==> config.mk <==
export PLATFORM = sky130hd
export DESIGN_NAME = instr_dispatcher
export DESIGN_NICKNAME = d
export VERILOG_FILES = /design/src/rtl/instr_dispatcher_pkg.sv /design/src/rtl/instr_dispatcher_queue.sv /design/src/rtl/instr_dispatcher.sv
export SDC_FILE = /design/constraint.sdc
export NUM_CORES = 2
export LEC_CHECK = 0
export CAP_MARGIN = 20
export CORE_ASPECT_RATIO = 0.75
export CORE_UTILIZATION = 67
export CTS_BUF_LIST = sky130_fd_sc_hd__clkbuf_4 sky130_fd_sc_hd__clkbuf_8
export CTS_CLUSTER_DIAMETER = 50
export CTS_CLUSTER_SIZE = 30
export DETAILED_ROUTE_END_ITERATION = 16
export DONT_BUFFER_PORTS = 1
export PLACE_DENSITY_LB_ADDON = 0.08
export SYNTH_ARGS = -nofsm -noshare
export SYNTH_HDL_FRONTEND = slang
export SYNTH_SLANG_ARGS = --single-unit
==> constraint.sdc <==
create_clock -name clock -period 12.7 [get_ports clock]
set_input_delay 3.175 -clock clock [delete_from_list [all_inputs] [get_ports clock]]
set_output_delay 3.175 -clock clock [all_outputs]
set_load 0.005 [all_outputs]
==> src/rtl/instr_dispatcher_pkg.sv <==
// Shared dispatch types: renamed-instruction record, instruction classes and
// the reservation-station class map used by the dispatcher and its queue.
package structures;

   localparam int INFO_XLEN = 32;
   localparam int NUM_RS    = 4;

   localparam logic [1:0] RS_AL = 2'd0;
   localparam logic [1:0] RS_BR = 2'd1;
   localparam logic [1:0] RS_LS = 2'd2;
   localparam logic [1:0] RS_MD = 2'd3;

   typedef enum logic [3:0] {
      UNKNOWN = 4'd0,
      ADD     = 4'd1,
      SUB     = 4'd2,
      BEQ     = 4'd3,
      JAL     = 4'd4,
      LW      = 4'd5,
      SW      = 4'd6,
      MUL     = 4'd7,
      DIV     = 4'd8,
      ILLEGAL = 4'd9
   } instr_name_e;

   typedef enum logic [2:0] {
      AL  = 3'd0,
      BR  = 3'd1,
      JMP = 3'd2,
      LS  = 3'd3,
      MD  = 3'd4,
      XX  = 3'd5
   } instr_type_e;

   typedef struct packed {
      logic tag;
      logic pred_taken;
   } instr_flags_t;

   typedef struct packed {
      instr_name_e           instr_name;
      instr_type_e           instr_type;
      instr_flags_t          flags;
      logic [5:0]            rd;
      logic [5:0]            rs1;
      logic [5:0]            rs2;
      logic [INFO_XLEN-1:0]  imm;
      logic [INFO_XLEN-1:0]  pc;
   } instr_info_t;

   // XX has no station; callers must screen it out before using the class.
   function automatic logic [1:0] class_of(input instr_type_e t);
      case (t)
         BR, JMP: class_of = RS_BR;
         LS:      class_of = RS_LS;
         MD:      class_of = RS_MD;
         default: class_of = RS_AL;
      endcase
   endfunction

endpackage

==> src/rtl/instr_dispatcher_queue.sv <==
// In-order circular instruction queue: 2-wide push, 0..2 pop, flush, and
// (with DISPATCH_TAG_CLEAR_EN) truncation at the first tagged entry.
module dispatch_queue
   import structures::*;
#(
   parameter  int DEPTH = 8,
   localparam int PW    = $clog2(DEPTH),
   localparam int CW    = PW + 1
) (
   input  logic            clock,
   input  logic            reset,
   input  logic            push_i,
   input  instr_info_t     push_info_i [2],
   input  logic            flush_i,
`ifdef DISPATCH_TAG_CLEAR_EN
   input  logic            clear_i,
`endif
   input  logic [1:0]      pop_i,
   output instr_info_t     head_info_o [2],
   output logic [CW-1:0]   count_o,
   output logic            stop_o
);

   logic [PW-1:0] head_q, head_d;
   logic [PW-1:0] tail_q, tail_d;
   logic [CW-1:0] count_q, count_d;
   instr_info_t   mem_q [DEPTH];

   logic          clear_active;
   logic          accept;
   logic          wr0, wr1;
   logic [PW-1:0] wr_idx1;
   logic [1:0]    n_push;

   assign stop_o  = (CW'(DEPTH) - count_q) < CW'(2);
   assign count_o = count_q;

   assign head_info_o[0] = mem_q[head_q];
   assign head_info_o[1] = mem_q[head_q + PW'(1)];

`ifdef DISPATCH_TAG_CLEAR_EN
   logic          tag_found;
   logic [PW-1:0] tag_off;

   assign clear_active = clear_i && !flush_i;

   // Offset from head of the oldest tagged entry among the live ones.
   always_comb begin
      tag_found = 1'b0;
      tag_off   = '0;
      for (int i = 0; i < DEPTH; i++) begin
         if (!tag_found && (CW'(i) < count_q) && mem_q[head_q + PW'(i)].flags.tag) begin
            tag_found = 1'b1;
            tag_off   = PW'(i);
         end
      end
   end
`else
   assign clear_active = 1'b0;
`endif

   assign accept  = push_i && !stop_o && !flush_i && !clear_active;
   assign wr0     = accept && (push_info_i[0].instr_name != UNKNOWN);
   assign wr1     = accept && (push_info_i[1].instr_name != UNKNOWN);
   assign wr_idx1 = tail_q + PW'(wr0);
   assign n_push  = {1'b0, wr0} + {1'b0, wr1};

   always_comb begin
      head_d  = head_q + PW'(pop_i);
      tail_d  = tail_q + PW'(n_push);
      count_d = count_q + CW'(n_push) - CW'(pop_i);
      if (flush_i) begin
         head_d  = '0;
         tail_d  = '0;
         count_d = '0;
      end
`ifdef DISPATCH_TAG_CLEAR_EN
      else if (clear_active && tag_found) begin
         tail_d  = head_q + tag_off;
         count_d = CW'(tag_off) - CW'(pop_i);
      end
`endif
   end

   always_ff @(posedge clock or negedge reset) begin
      if (!reset) begin
         head_q  <= '0;
         tail_q  <= '0;
         count_q <= '0;
      end else begin
         head_q  <= head_d;
         tail_q  <= tail_d;
         count_q <= count_d;
      end
   end

   always_ff @(posedge clock) begin
      if (wr0) mem_q[tail_q]  <= push_info_i[0];
      if (wr1) mem_q[wr_idx1] <= push_info_i[1];
   end

endmodule

==> src/rtl/instr_dispatcher.sv <==
// Dispatch stage: queues resolver pairs and issues up to two in-order
// instructions per cycle to the four station classes. Optional macro
// DISPATCH_TAG_CLEAR_EN adds the clear_tagged speculation-recovery port.
module instr_dispatcher
   import structures::*;
#(
   parameter int XLEN  = 32,
   parameter int DEPTH = 8
) (
   input  logic        clock,
   input  logic        reset,
   input  logic        in_valid,
   input  instr_info_t in_info [2],
   output logic        stop_out,
   input  logic        flush,
`ifdef DISPATCH_TAG_CLEAR_EN
   input  logic        clear_tagged,
`endif
   input  logic        rs_ready [NUM_RS],
   output logic        rs_valid [NUM_RS],
   output instr_info_t rs_info  [NUM_RS],
   output logic        bad_type
);

   localparam int CW = $clog2(DEPTH) + 1;

   if (XLEN != INFO_XLEN) begin : g_xlen_check
      $error("instr_dispatcher: XLEN must match structures::INFO_XLEN");
   end

   instr_info_t   head_info [2];
   instr_info_t   slot_a, slot_b;
   logic [CW-1:0] count;
   logic [1:0]    pop;
   logic [1:0]    cls_a, cls_b;
   logic          clear_act;
   logic          a_live, b_live, a_go;

`ifdef DISPATCH_TAG_CLEAR_EN
   assign clear_act = clear_tagged && !flush;
`else
   assign clear_act = 1'b0;
`endif

   dispatch_queue #(.DEPTH(DEPTH)) u_queue (
      .clock       (clock),
      .reset       (reset),
      .push_i      (in_valid),
      .push_info_i (in_info),
      .flush_i     (flush),
`ifdef DISPATCH_TAG_CLEAR_EN
      .clear_i     (clear_tagged),
`endif
      .pop_i       (pop),
      .head_info_o (head_info),
      .count_o     (count),
      .stop_o      (stop_out)
   );

   assign slot_a = head_info[0];
   assign slot_b = head_info[1];
   assign cls_a  = class_of(slot_a.instr_type);
   assign cls_b  = class_of(slot_b.instr_type);

   // Tagged entries are being discarded this cycle, so they must not issue.
   assign a_live = !flush && (count != '0) && !(clear_act && slot_a.flags.tag);
   assign b_live = (count >= CW'(2)) && !(clear_act && slot_b.flags.tag) &&
                   (slot_b.instr_type != XX) && (cls_b != cls_a);

   always_comb begin
      for (int c = 0; c < NUM_RS; c++) begin
         rs_valid[c] = 1'b0;
         rs_info[c]  = '0;
      end
      bad_type = 1'b0;
      pop      = 2'd0;
      a_go     = 1'b0;
      if (a_live) begin
         if (slot_a.instr_type == XX) begin
            bad_type = 1'b1;
            pop      = 2'd1;
         end else begin
            rs_valid[cls_a] = 1'b1;
            rs_info[cls_a]  = slot_a;
            a_go            = rs_ready[cls_a];
         end
      end
      if (a_go) begin
         pop = 2'd1;
         if (b_live) begin
            rs_valid[cls_b] = 1'b1;
            rs_info[cls_b]  = slot_b;
            if (rs_ready[cls_b]) pop = 2'd2;
         end
      end
   end

endmodule

==> flow_metrics.py <==
metrics = {
    "pwr": {
        "switching_share_pct": 38.5,
        "irDropWorstVdd_mv": 0.236,
        "clock_power_share_pct": 17.3,
        "p_int_w": 0.00516,
        "combPwrFrac_pct": 45.5,
        "powerDensity_nw_per_um2": 179,
        "power.leakage_nw": 13.6,
        "p_seq_share_pct": 37.2,
        "netSwitchingPower_w": 0.00323,
    },
    "clock_network": {
        "cts_tree": "done",
        "cts_buffer_depth": 3,
        "postCtsHoldBufs": 0,
        "post_cts_resized": 0,
        "cts_root_buf": "clkbuf_8",
        "numCtsBuffers": 57,
        "clk_latency_ns": 0.74,
        "post_cts_buffers": 0,
        "htreeDepth": 2,
        "cts.clk_slew.worst_paths_ns": 0.11,
        "clock-sinks": 738,
    },
    "yosys": {
        "ys_warn_count": 0,
        "syn_area_um2": 44800,
        "yosysTopAreaCell": "edfxtp_1",
        "yosysSeqAreaShare_pct": 49.3,
        "synth_edf_count": 728,
        "yosys.area.top_type_share_pct": 48.8,
        "synth_most_common_cell": "mux2_2",
        "ys_ff_latch": 738,
        "synthCells": 2798,
        "synthTopCellsByCount": "737 x mux2_2, 728 x edfxtp_1, 362 x mux4_2, 355 x o22ai_1, 179 x mux2i_1",
        "ys.flop_type": "edfxtp_1",
        "ys_types": 52,
        "async_flop_share_pct": 1.36,
        "synthTopCellsByArea": "edfxtp_1 49%, mux2_2 19%, mux4_2 18%",
        "synth.avg_cell_area_um2": 16.0,
    },
    "routing": {
        "finalWirelength_um": 128000,
        "wl_per_cell_um": 35.9,
        "drt_iter0_drc": 3731,
        "drc": 0,
        "vias_per_cell": 8.16,
        "vias": 29100,
        "drt-pass1-iter-count": 6,
        "antenna_left": 0,
    },
    "floorplanning": {
        "die-area_um2": 68000,
        "die_x_um": 301,
        "core_um2": 65700,
        "fp.dieH_um": 226,
        "top_level_ports": 560,
        "start_util_pct": 68.3,
        "num_rows": 81,
    },
    "setup_path": {
        "crit_path_start": "u_queue.head_q[1]",
        "required_ns": 9.52,
        "path_cells": "ha_4, buf_12, mux2_2, mux4_2, a21oi_1, nand4_4, buf_4, o22ai_1",
        "worstSetupEndpoint": "rs_info[252]",
        "cp.depth": 8,
        "critPathMaxStageDelay_ns": 1.10,
        "critPathMaxFanout": 153,
        "rr_worst_depth": 16,
        "arrival_ns": 6.87,
        "critPathBufInv": 2,
        "crit_path_top_delay_cell": "dfrtp_4",
        "cp_top_family": "buffers and inverters",
        "rr_startpoint": "u_queue.head_q[1]",
        "crit_path_start_kind": "register",
        "worst_setup_path_end_kind": "primary output",
        "regToRegEndpoint": "u_queue.count_o[3]",
        "reg2reg_slack_ns": 6.35,
        "worstSetupPathType": "register to primary output",
    },
    "placement": {
        "place_congestion": 0.966,
        "portBuffers": 0,
        "dp_hpwl_um": 73900,
    },
    "cells_and_area": {
        "fill_cells": 4093,
        "regArea_um2": 22100,
        "drive_gt1_share_pct": 47.7,
        "synthToLayoutAreaGrowth_pct": 4.37,
        "multiInputGateArea_um2": 21800,
        "diodes": 0,
        "fin_util_pct": 71.3,
        "nets": 2861,
    },
    "grt": {
        "grt_first_pass_wirelength_um": 184000,
        "antenna_found_initial": 2,
        "grt_pass1_vias": 28300,
        "grt_max_degree": 154,
        "grt-ovfl-total": 0,
        "grt_util_all_layers_pct": 36.9,
    },
    "outcome": {
        "outcome": "finished clean",
    },
    "sta": {
        "setup_tns_ns": 0,
        "clock.fmax_mhz": 99.5,
        "fin_crit_ns": 10.05,
        "finalCritPeriodShare_pct": 79.1,
        "fin_skew_ns": 0.0286,
        "rsz0062_at_grt": "false",
        "report.final.slew_viol_count": 0,
        "setup_viol": 0,
        "worstMarginPinSlew_ns": 1.22,
        "hold_violations": 0,
        "maxSlewHeadroom_pct": 18.6,
    },
    "worst_hold_path": {
        "hold_path.class": "register to register",
    },
    "run": {
        "maxCapViolCount": 0,
    },
}
-- layout by cell type, fill, tap and decap left out, types with 7 or more instances in the layout --
cell type / count
inv_1: 13
nor2b_1: 7
clkinvlp_4: 11
buf_4: 53
ha_1: 13
mux2i_1: 179
nand2_1: 22
o22ai_1: 353
dfrtp_1: 7
edfxtp_1: 728
nor2_1: 16
o21ai_0: 7
inv_6: 9
mux4_2: 362
clkbuf_8: 59
mux2_2: 737
xnor2_1: 7
-- metrics by stage --
| step | setup WS [ns] | cells | cell area [um2] | total power, W | hold WS [ns] |
|---|---|---|---|---|---|
| after floorplan | 1.44 | 2801 | 44800 | 0.00600 | 0.608 |
| after global routing | 2.41 | 3571 | 46800 | 0.00869 | 0.861 |
| after detailed placement | 3.62 | 3463 | 45500 | 0.00692 | 0.742 |
| after CTS | 2.81 | 3569 | 46800 | 0.00833 | 0.793 |
| final | 2.65 | 3571 | 46800 | 0.00839 | 0.808 |
| after global placement | 3.80 | 3463 | 45500 | 0.00681 | 0.717 |
-- cell type report --
class                           instances  area share, %
Clock buffer                           63           1.80
Sequential cell                       738           47.3
Inverter                               14          0.112
Timing Repair Buffer                   56          0.979
Clock inverter                         43          0.941
Multi-Input combinational cell       1786           46.6
Tap cell                              871           2.33
-- worst min path at each step --
| stage | from | end | slack, ns | cells past startpoint |
|---|---|---|---|---|
| global route | u_queue.count_o[3] | u_queue.count_o[3] | 0.86 | 4 |
| finish | u_queue.tail_q[0] | u_queue.tail_q[0] | 0.81 | 2 |
| global placement | u_queue.tail_q[0] | u_queue.tail_q[0] | 0.72 | 2 |
| CTS | u_queue.tail_q[0] | u_queue.tail_q[0] | 0.79 | 2 |
| floorplan | u_queue.head_q[0] | u_queue.head_q[0] | 0.61 | 2 |
| detailed placement | u_queue.tail_q[0] | u_queue.tail_q[0] | 0.74 | 2 |
-- kinds of logic (layout without fill, tap and decap cells) --
kind of cell	count (synthesis)	after routing	synth area share (%)
AO/OA/AOI/OAI	390	390	5.54
XOR/XNOR	10	10	0.195
adder cells (fa/ha/maj)	18	18	0.569
buffers and inverters	277	176	2.62
flip-flops	738	738	49.3
multiplexers	1281	1281	40.8
other	1	4	0.00836
AND/OR/NAND/NOR	83	83	0.957
-- power by group through the flow --
| stage | Sequential (W) | Combinational [W] | Clock (W) |
|---|---|---|---|
| 6_report | 0.00313 | 0.00382 | 0.00145 |
| 5_1_grt | 0.00315 | 0.00400 | 0.00154 |
| 4_1_cts | 0.00312 | 0.00375 | 0.00146 |
| 3_5_place_dp | 0.00318 | 0.00374 | 0 |
| 3_3_place_gp | 0.00315 | 0.00365 | 0 |
| 2_1_floorplan | 0.00313 | 0.00287 | 0 |
-- state kept, by name, indices dropped and copies added (netlist names) --
name             flops
u_queue.head_q       3
u_queue.tail_q       3
u_queue.mem_q      728
u_queue.count_o      4
-- per-layer routing --
| layer | wire length, um | vias to the layer above | track usage [%] |
|---|---|---|---|
| li1 | - | 11500 | - |
| met1 | 47400 | 15100 | 50.1 |
| met2 | 61900 | 2135 | 59.9 |
| met3 | 14900 | 393 | 8.44 |
| met4 | 4210 | 0 | 11.5 |
| met5 | 0 | - | 0 |
-- worst reg2reg max path, stage by stage, from the launching register on --
cell and delay (ns):
dfrtp_4 1.10, ha_4 0.69, buf_12 0.87, mux2_2 0.54, mux4_2 0.58, nor2_1 0.29, nand2_1 0.09, o211a_1 0.18
nor2_1 0.36, nor3_1 0.15, fa_1 0.50, inv_1 0.06, ha_1 0.28, a21o_1 0.17, a21oi_1 0.18, xnor2_1 0.15
nor2_1 0.06
(Power assumes the default switching activity.)
